$ cat src/rtl/lunxun30_dispatch.sv
// Receive-side dispatcher: checks aggregated 64-bit words, buffers good ones in a FIFO and
// hands each payload back to its channel (1..NCH) with an in-order valid/ready handshake.
module lunxun30_dispatch #(
    parameter int unsigned NCH        = 30,
    parameter int unsigned FIFO_DEPTH = 16,
    parameter logic [7:0]  MARKER     = 8'h5A
) (
    input  logic            clk,
    input  logic            rst_n,
    input  logic            data_valid,
    input  logic [63:0]     up_data,
    input  logic [NCH-1:0]  ch_ready,
    output logic [NCH-1:0]  ch_valid,
    output logic [31:0]     ch_data,
    output logic [4:0]      fifo_level,
    output logic [15:0]     ovf_cnt,
    output logic [15:0]     bad_cnt,
    output logic            busy
);
    localparam int unsigned AW  = $clog2(FIFO_DEPTH);
    localparam int unsigned PW  = AW + 1;
    localparam int unsigned IDW = 6;
    localparam int unsigned DW  = 32;
    localparam int unsigned EW  = IDW + DW;

    typedef enum logic {IDLE, PRESENT} state_e;

    state_e          state_q, state_d;
    logic            in_valid_q, in_valid_d;
    logic [7:0]      in_marker_q, in_marker_d;
    logic [IDW-1:0]  in_id_q, in_id_d;
    logic [DW-1:0]   in_pay_q, in_pay_d;
    logic [PW-1:0]   wr_ptr_q, wr_ptr_d, rd_ptr_q, rd_ptr_d;
    logic [NCH-1:0]  ch_valid_q, ch_valid_d;
    logic [DW-1:0]   ch_data_q, ch_data_d;
    logic [4:0]      fifo_level_q, fifo_level_d;
    logic [15:0]     ovf_cnt_q, ovf_cnt_d, bad_cnt_q, bad_cnt_d;
    logic            busy_q, busy_d;
    logic [EW-1:0]   mem_q [FIFO_DEPTH];

    logic [PW-1:0]   level;
    logic [PW-1:0]   level_nxt;
    logic [EW-1:0]   head;
    logic            empty, full, transfer, pop, push, good;
    logic            unused_rsvd;

    assign unused_rsvd = ^up_data[55:38];

    // Ingress check, FIFO bookkeeping and dispatch FSM next-state
    always_comb begin
        state_d      = state_q;
        in_valid_d   = data_valid;
        in_marker_d  = up_data[63:56];
        in_id_d      = up_data[37:32];
        in_pay_d     = up_data[31:0];
        wr_ptr_d     = wr_ptr_q;
        rd_ptr_d     = rd_ptr_q;
        ch_valid_d   = ch_valid_q;
        ch_data_d    = ch_data_q;
        ovf_cnt_d    = ovf_cnt_q;
        bad_cnt_d    = bad_cnt_q;
        push         = 1'b0;

        level    = wr_ptr_q - rd_ptr_q;
        empty    = (level == '0);
        full     = (level == PW'(FIFO_DEPTH));
        head     = mem_q[rd_ptr_q[AW-1:0]];
        transfer = (state_q == PRESENT) && (|(ch_valid_q & ch_ready));
        pop      = !empty && ((state_q == IDLE) || transfer);
        good     = (in_marker_q == MARKER) && (in_id_q != '0) && (in_id_q <= IDW'(NCH));

        // Bad words never reach the overflow check
        if (in_valid_q) begin
            if (!good) begin
                if (bad_cnt_q != 16'hFFFF) bad_cnt_d = bad_cnt_q + 16'd1;
            end else if (full && !pop) begin
                if (ovf_cnt_q != 16'hFFFF) ovf_cnt_d = ovf_cnt_q + 16'd1;
            end else begin
                push = 1'b1;
            end
        end

        case (state_q)
            IDLE: begin
                if (pop) state_d = PRESENT;
            end
            PRESENT: begin
                if (transfer && !pop) begin
                    ch_valid_d = '0;
                    state_d    = IDLE;
                end
            end
            default: state_d = IDLE;
        endcase

        if (pop) begin
            ch_valid_d = NCH'(1) << (head[EW-1:DW] - IDW'(1));
            ch_data_d  = head[DW-1:0];
            rd_ptr_d   = rd_ptr_q + PW'(1);
        end
        if (push) wr_ptr_d = wr_ptr_q + PW'(1);

        level_nxt    = wr_ptr_d - rd_ptr_d;
        fifo_level_d = 5'(level_nxt);
        busy_d       = (level_nxt != '0) || (|ch_valid_d);
    end

    always_ff @(posedge clk or negedge rst_n) begin
        if (!rst_n) begin
            state_q      <= IDLE;
            in_valid_q   <= 1'b0;
            in_marker_q  <= '0;
            in_id_q      <= '0;
            in_pay_q     <= '0;
            wr_ptr_q     <= '0;
            rd_ptr_q     <= '0;
            ch_valid_q   <= '0;
            ch_data_q    <= '0;
            fifo_level_q <= '0;
            ovf_cnt_q    <= '0;
            bad_cnt_q    <= '0;
            busy_q       <= 1'b0;
        end else begin
            state_q      <= state_d;
            in_valid_q   <= in_valid_d;
            in_marker_q  <= in_marker_d;
            in_id_q      <= in_id_d;
            in_pay_q     <= in_pay_d;
            wr_ptr_q     <= wr_ptr_d;
            rd_ptr_q     <= rd_ptr_d;
            ch_valid_q   <= ch_valid_d;
            ch_data_q    <= ch_data_d;
            fifo_level_q <= fifo_level_d;
            ovf_cnt_q    <= ovf_cnt_d;
            bad_cnt_q    <= bad_cnt_d;
            busy_q       <= busy_d;
        end
    end

    // Storage needs no reset: pointers define which entries are live
    always_ff @(posedge clk) begin
        if (push) mem_q[wr_ptr_q[AW-1:0]] <= {in_id_q, in_pay_q};
    end

    assign ch_valid   = ch_valid_q;
    assign ch_data    = ch_data_q;
    assign fifo_level = fifo_level_q;
    assign ovf_cnt    = ovf_cnt_q;
    assign bad_cnt    = bad_cnt_q;
    assign busy       = busy_q;

endmodule

$ cat config.mk
export PLATFORM = sky130hd
export DESIGN_NAME = lunxun30_dispatch
export DESIGN_NICKNAME = d
export VERILOG_FILES = /design/src/rtl/lunxun30_dispatch.sv
export SDC_FILE = /design/constraint.sdc
export NUM_CORES = 1
export LEC_CHECK = 0
export CAP_MARGIN = 20
export CORE_MARGIN = 4
export CORE_UTILIZATION = 45
export DETAILED_ROUTE_END_ITERATION = 8
export RECOVER_POWER = 100
export SYNTH_ARGS = -nofsm -noshare
export SYNTH_HDL_FRONTEND = slang
export SYNTH_SLANG_ARGS = --single-unit
$ cat constraint.sdc
create_clock -name clk -period 7.8 [get_ports clk]
set_input_delay 1.17 -clock clk [delete_from_list [all_inputs] [get_ports clk]]
set_output_delay 1.17 -clock clk [all_outputs]
set_load 0.02 [all_outputs]
==> metrics <==
Setup-failing EPs final 0; TritonCTS clock tree built; startpoint types flop; DRC Markers 0; Worst setup EP type flop; DRT iter0 DRCs 1123; Synth Net Count 1519; area taken by multi-input logic gates 6990 um^2; Seq/Total Area, Yosys 0.751; FMAX 0.159 GHz; detailed placement HPWL 34.7 mm; Power Density 246 nW/um^2; Avg Cell Area, Syn 21.0 um^2; Worst Slack Setup Final 1.49 ns; Core Rows 93; Core Area 64700 um^2; clk buf depth 3; max-slew violations 698; CTS Hold Bufs 0; Post-CTS Setup Inserts 0; RePlAce Congestion 0.808; worst rel slew slack -1.89; Routed WL per cell 25.9 um; Layout area overhead 18.7%; CTS H-tree lvls 3; vias in the first global route 15600; Synth Area in Adders 0.00702; DRT Pass-1 Iters 5; Initial Util 0.457; hold crit path type flop to flop; reg2reg setup slack 1.49 ns; Total Routing Usage GR 0.190; post-synth design cell area 29600 um^2; skew final 0.0179 ns; # clock sinks 766; Final #Nets 1742; Critical Path AT 6.43 ns; fin crit share 0.808; Detail Route Antenna Nets 0; clk slew on worst S/H paths 0.06 ns; Max-Cap Viols 18; Max VDD drop 186 uV; DP Worst Slack 2.28 ns; met2 usage 0.326; port bufs 178; register area 22200 um^2; Crit Path Category flop to flop; die height 264 um; io pins 197; mux cell area share after synthesis 0.155; hold depth 1; HP Start ovf_cnt[12]; asr flop ratio synth 0.206; CP Max Fanout 38; Clock Latency Late Sink 0.62 ns; grt ovf 0; Tot Pwr 8.63 mW; largest family of logic cells by synthesized area multiplexers; Die ar. 69900 um^2; EDFF count, synth 608; failing checks max-capacitance violations, max-slew violations; simple-gate share of the synthesized area 0.0307; run status finished with violations; setup repair after global routing missed its margin no; initial antenna violation count 1; top_reg_cell synth edfxtp_1; cts bufs inserted 82; largest net degree at the start of global routing 70; synthesized instance count 1406; minimum clock period 6.31 ns; first-pass GRT wire length 100 mm; die width 264 um; WP data required 7.92 ns; routed via count 14600; worst-margin pin slew 4.33 ns; Hold Path Sink ovf_cnt[12]; setup TNS 0 ns; Worst Reg-to-Reg Cells 9; Routed WL 66.2 mm; Final Hold Viols 0; fraction of layout cells with a size suffix above 1 0.215; worst r2r src rd_ptr_q[2]; LEAKAGE 12.5 nW; Yosys reg bits 766; FILL cells 5045; number of diodes 0; reg2reg end mem_q[14][16]; Clock Tree Root clkbuf_16; Distinct cells, synth 74; Synth Warn # 0; met3 global-route usage 0.0287; post-synthesis compound-gate area fraction 0.0296; crit path from rd_ptr_q[2]; Most Crowded Layer GR met2; XOR/XNOR Fraction of Synth Area 0.0141; grt met1 use 0.259; Vias/cell 5.71; Gates resized, CTS repair 0
## cell usage after synthesis (3+ instances only)
cell | instances | share of area
edfxtp_1 | 608 | 0.62
mux4_2 | 170 | 0.13
dfrtp_1 | 158 | 0.13
mux2_2 | 35 | 0.013
xnor2_1 | 33 | 0.0098
nand2_1 | 29 | 0.0037
clkbuf_1 | 28 | 0.0036
a22o_1 | 24 | 0.0071
mux2i_1 | 24 | 0.0081
nor2_1 | 23 | 0.0029
a22oi_1 | 22 | 0.0056
inv_1 | 20 | 0.0025
and2_1 | 18 | 0.0038
buf_1 | 17 | 0.0022
nand3_1 | 17 | 0.0029
ha_1 | 15 | 0.0063
xor2_1 | 12 | 0.0036
and3_1 | 11 | 0.0023
nand4_1 | 11 | 0.0023
nor3_1 | 10 | 0.0017
nor4_1 | 9 | 0.0019
a21oi_1 | 8 | 0.0014
a221oi_1 | 8 | 0.0024
and4_1 | 6 | 0.0018
buf_2 | 6 | 0.0010
mux4_1 | 5 | 0.0044
nor2b_1 | 5 | 0.0011
a32o_1 | 4 | 0.0014
nand2b_1 | 4 | 0.00085
a221oi_2 | 3 | 0.0015
a311oi_1 | 3 | 0.00089
a31oi_1 | 3 | 0.00063
a32oi_1 | 3 | 0.00089
buf_6 | 3 | 0.0011
clkbuf_2 | 3 | 0.00051
o21ai_0 | 3 | 0.00051
## state kept, by name, indices dropped and copies added (netlist names), 5 cells and up
name         cells
ch_data         32
mem_q          608
ovf_cnt         16
fifo_level       5
bad_cnt         16
in_marker_q      8
wr_ptr_q         5
in_id_q          6
in_pay_q        32
ch_valid        30
rd_ptr_q         5
## logic make-up after synthesis
family                     count (synthesis)
and+or+nand+nor                          160
DFF                                      766
adders and majority gates                 16
muxes                                    234
buffers and inverters                     80
xor gates and xnor gates                  46
AOI/OAI and AO/OA                        104
## layout by cell type (no fill, tap or decap), types with 21 or more instances in the layout
| master | Yosys | layout |
|---|---|---|
| a22o_1 | 24 | 24 |
| a22oi_1 | 22 | 22 |
| clkbuf_1 | 28 | 26 |
| clkbuf_16 | 0 | 84 |
| clkdlybuf4s50_1 | 0 | 30 |
| dfrtp_1 | 158 | 155 |
| dlygate4sd3_1 | 0 | 147 |
| edfxtp_1 | 608 | 608 |
| inv_1 | 20 | 21 |
| mux2_2 | 35 | 35 |
| mux2i_1 | 24 | 24 |
| mux4_2 | 170 | 170 |
| nand2_1 | 29 | 29 |
| nor2_1 | 23 | 22 |
| xnor2_1 | 33 | 33 |
## stage by stage
stage	area, um^2	util	hold slack [ns]	std cells
final	35100	0.542	0.482	2554
after global routing	35100	0.542	0.506	2554
after CTS	35200	0.543	0.464	2553
after detailed placement	32400	0.500	0.479	2399
after global placement	32400	0.500	0.479	2399
after floorplan	29600	-	0.524	1406
## routing by layer
metal	routed length [um]	share of wire
met2	33700	0.51
met3	3770	0.057
met4	1200	0.018
met1	27500	0.42
met5	0	0
## power breakdown
| group | leakage [nW] | switching [mW] | internal, mW |
|---|---|---|---|
| Sequential | 7.51 | 0.0623 | 4.44 |
| Clock | 1.38 | 1.57 | 2.40 |
| Combinational | 3.63 | 0.0842 | 0.0759 |
## layout make-up
type / count / area share
repair buffers: 197 / 0.0544
well taps: 855 / 0.0305
clock inverters: 41 / 0.0136
clock buffers: 113 / 0.0664
flip-flops and latches: 766 / 0.633
inverters: 22 / 0.00235
multi-input cells: 560 / 0.199
## worst max-delay path, cell delays in order, from the launching register on
cell,delay (ns)
dfrtp_1,0.89
inv_1,0.14
ha_1,0.36
a21oi_1,0.30
a21oi_1,0.12
o2bb2ai_1,0.18
nand3_1,0.16
nor2b_1,0.37
and3_1,0.26
and2_0,2.99
## worst max-delay path by stage
stage	slack, ns	depth (start not counted)	endpoint
after floorplan	1.20	11	busy
after global placement	2.28	16	busy
after detailed placement	2.28	15	busy
after CTS	2.33	9	busy
after global routing	1.11	8	mem_q[10][8]
final	1.49	9	mem_q[14][16]
(Power assumes the default switching activity.)
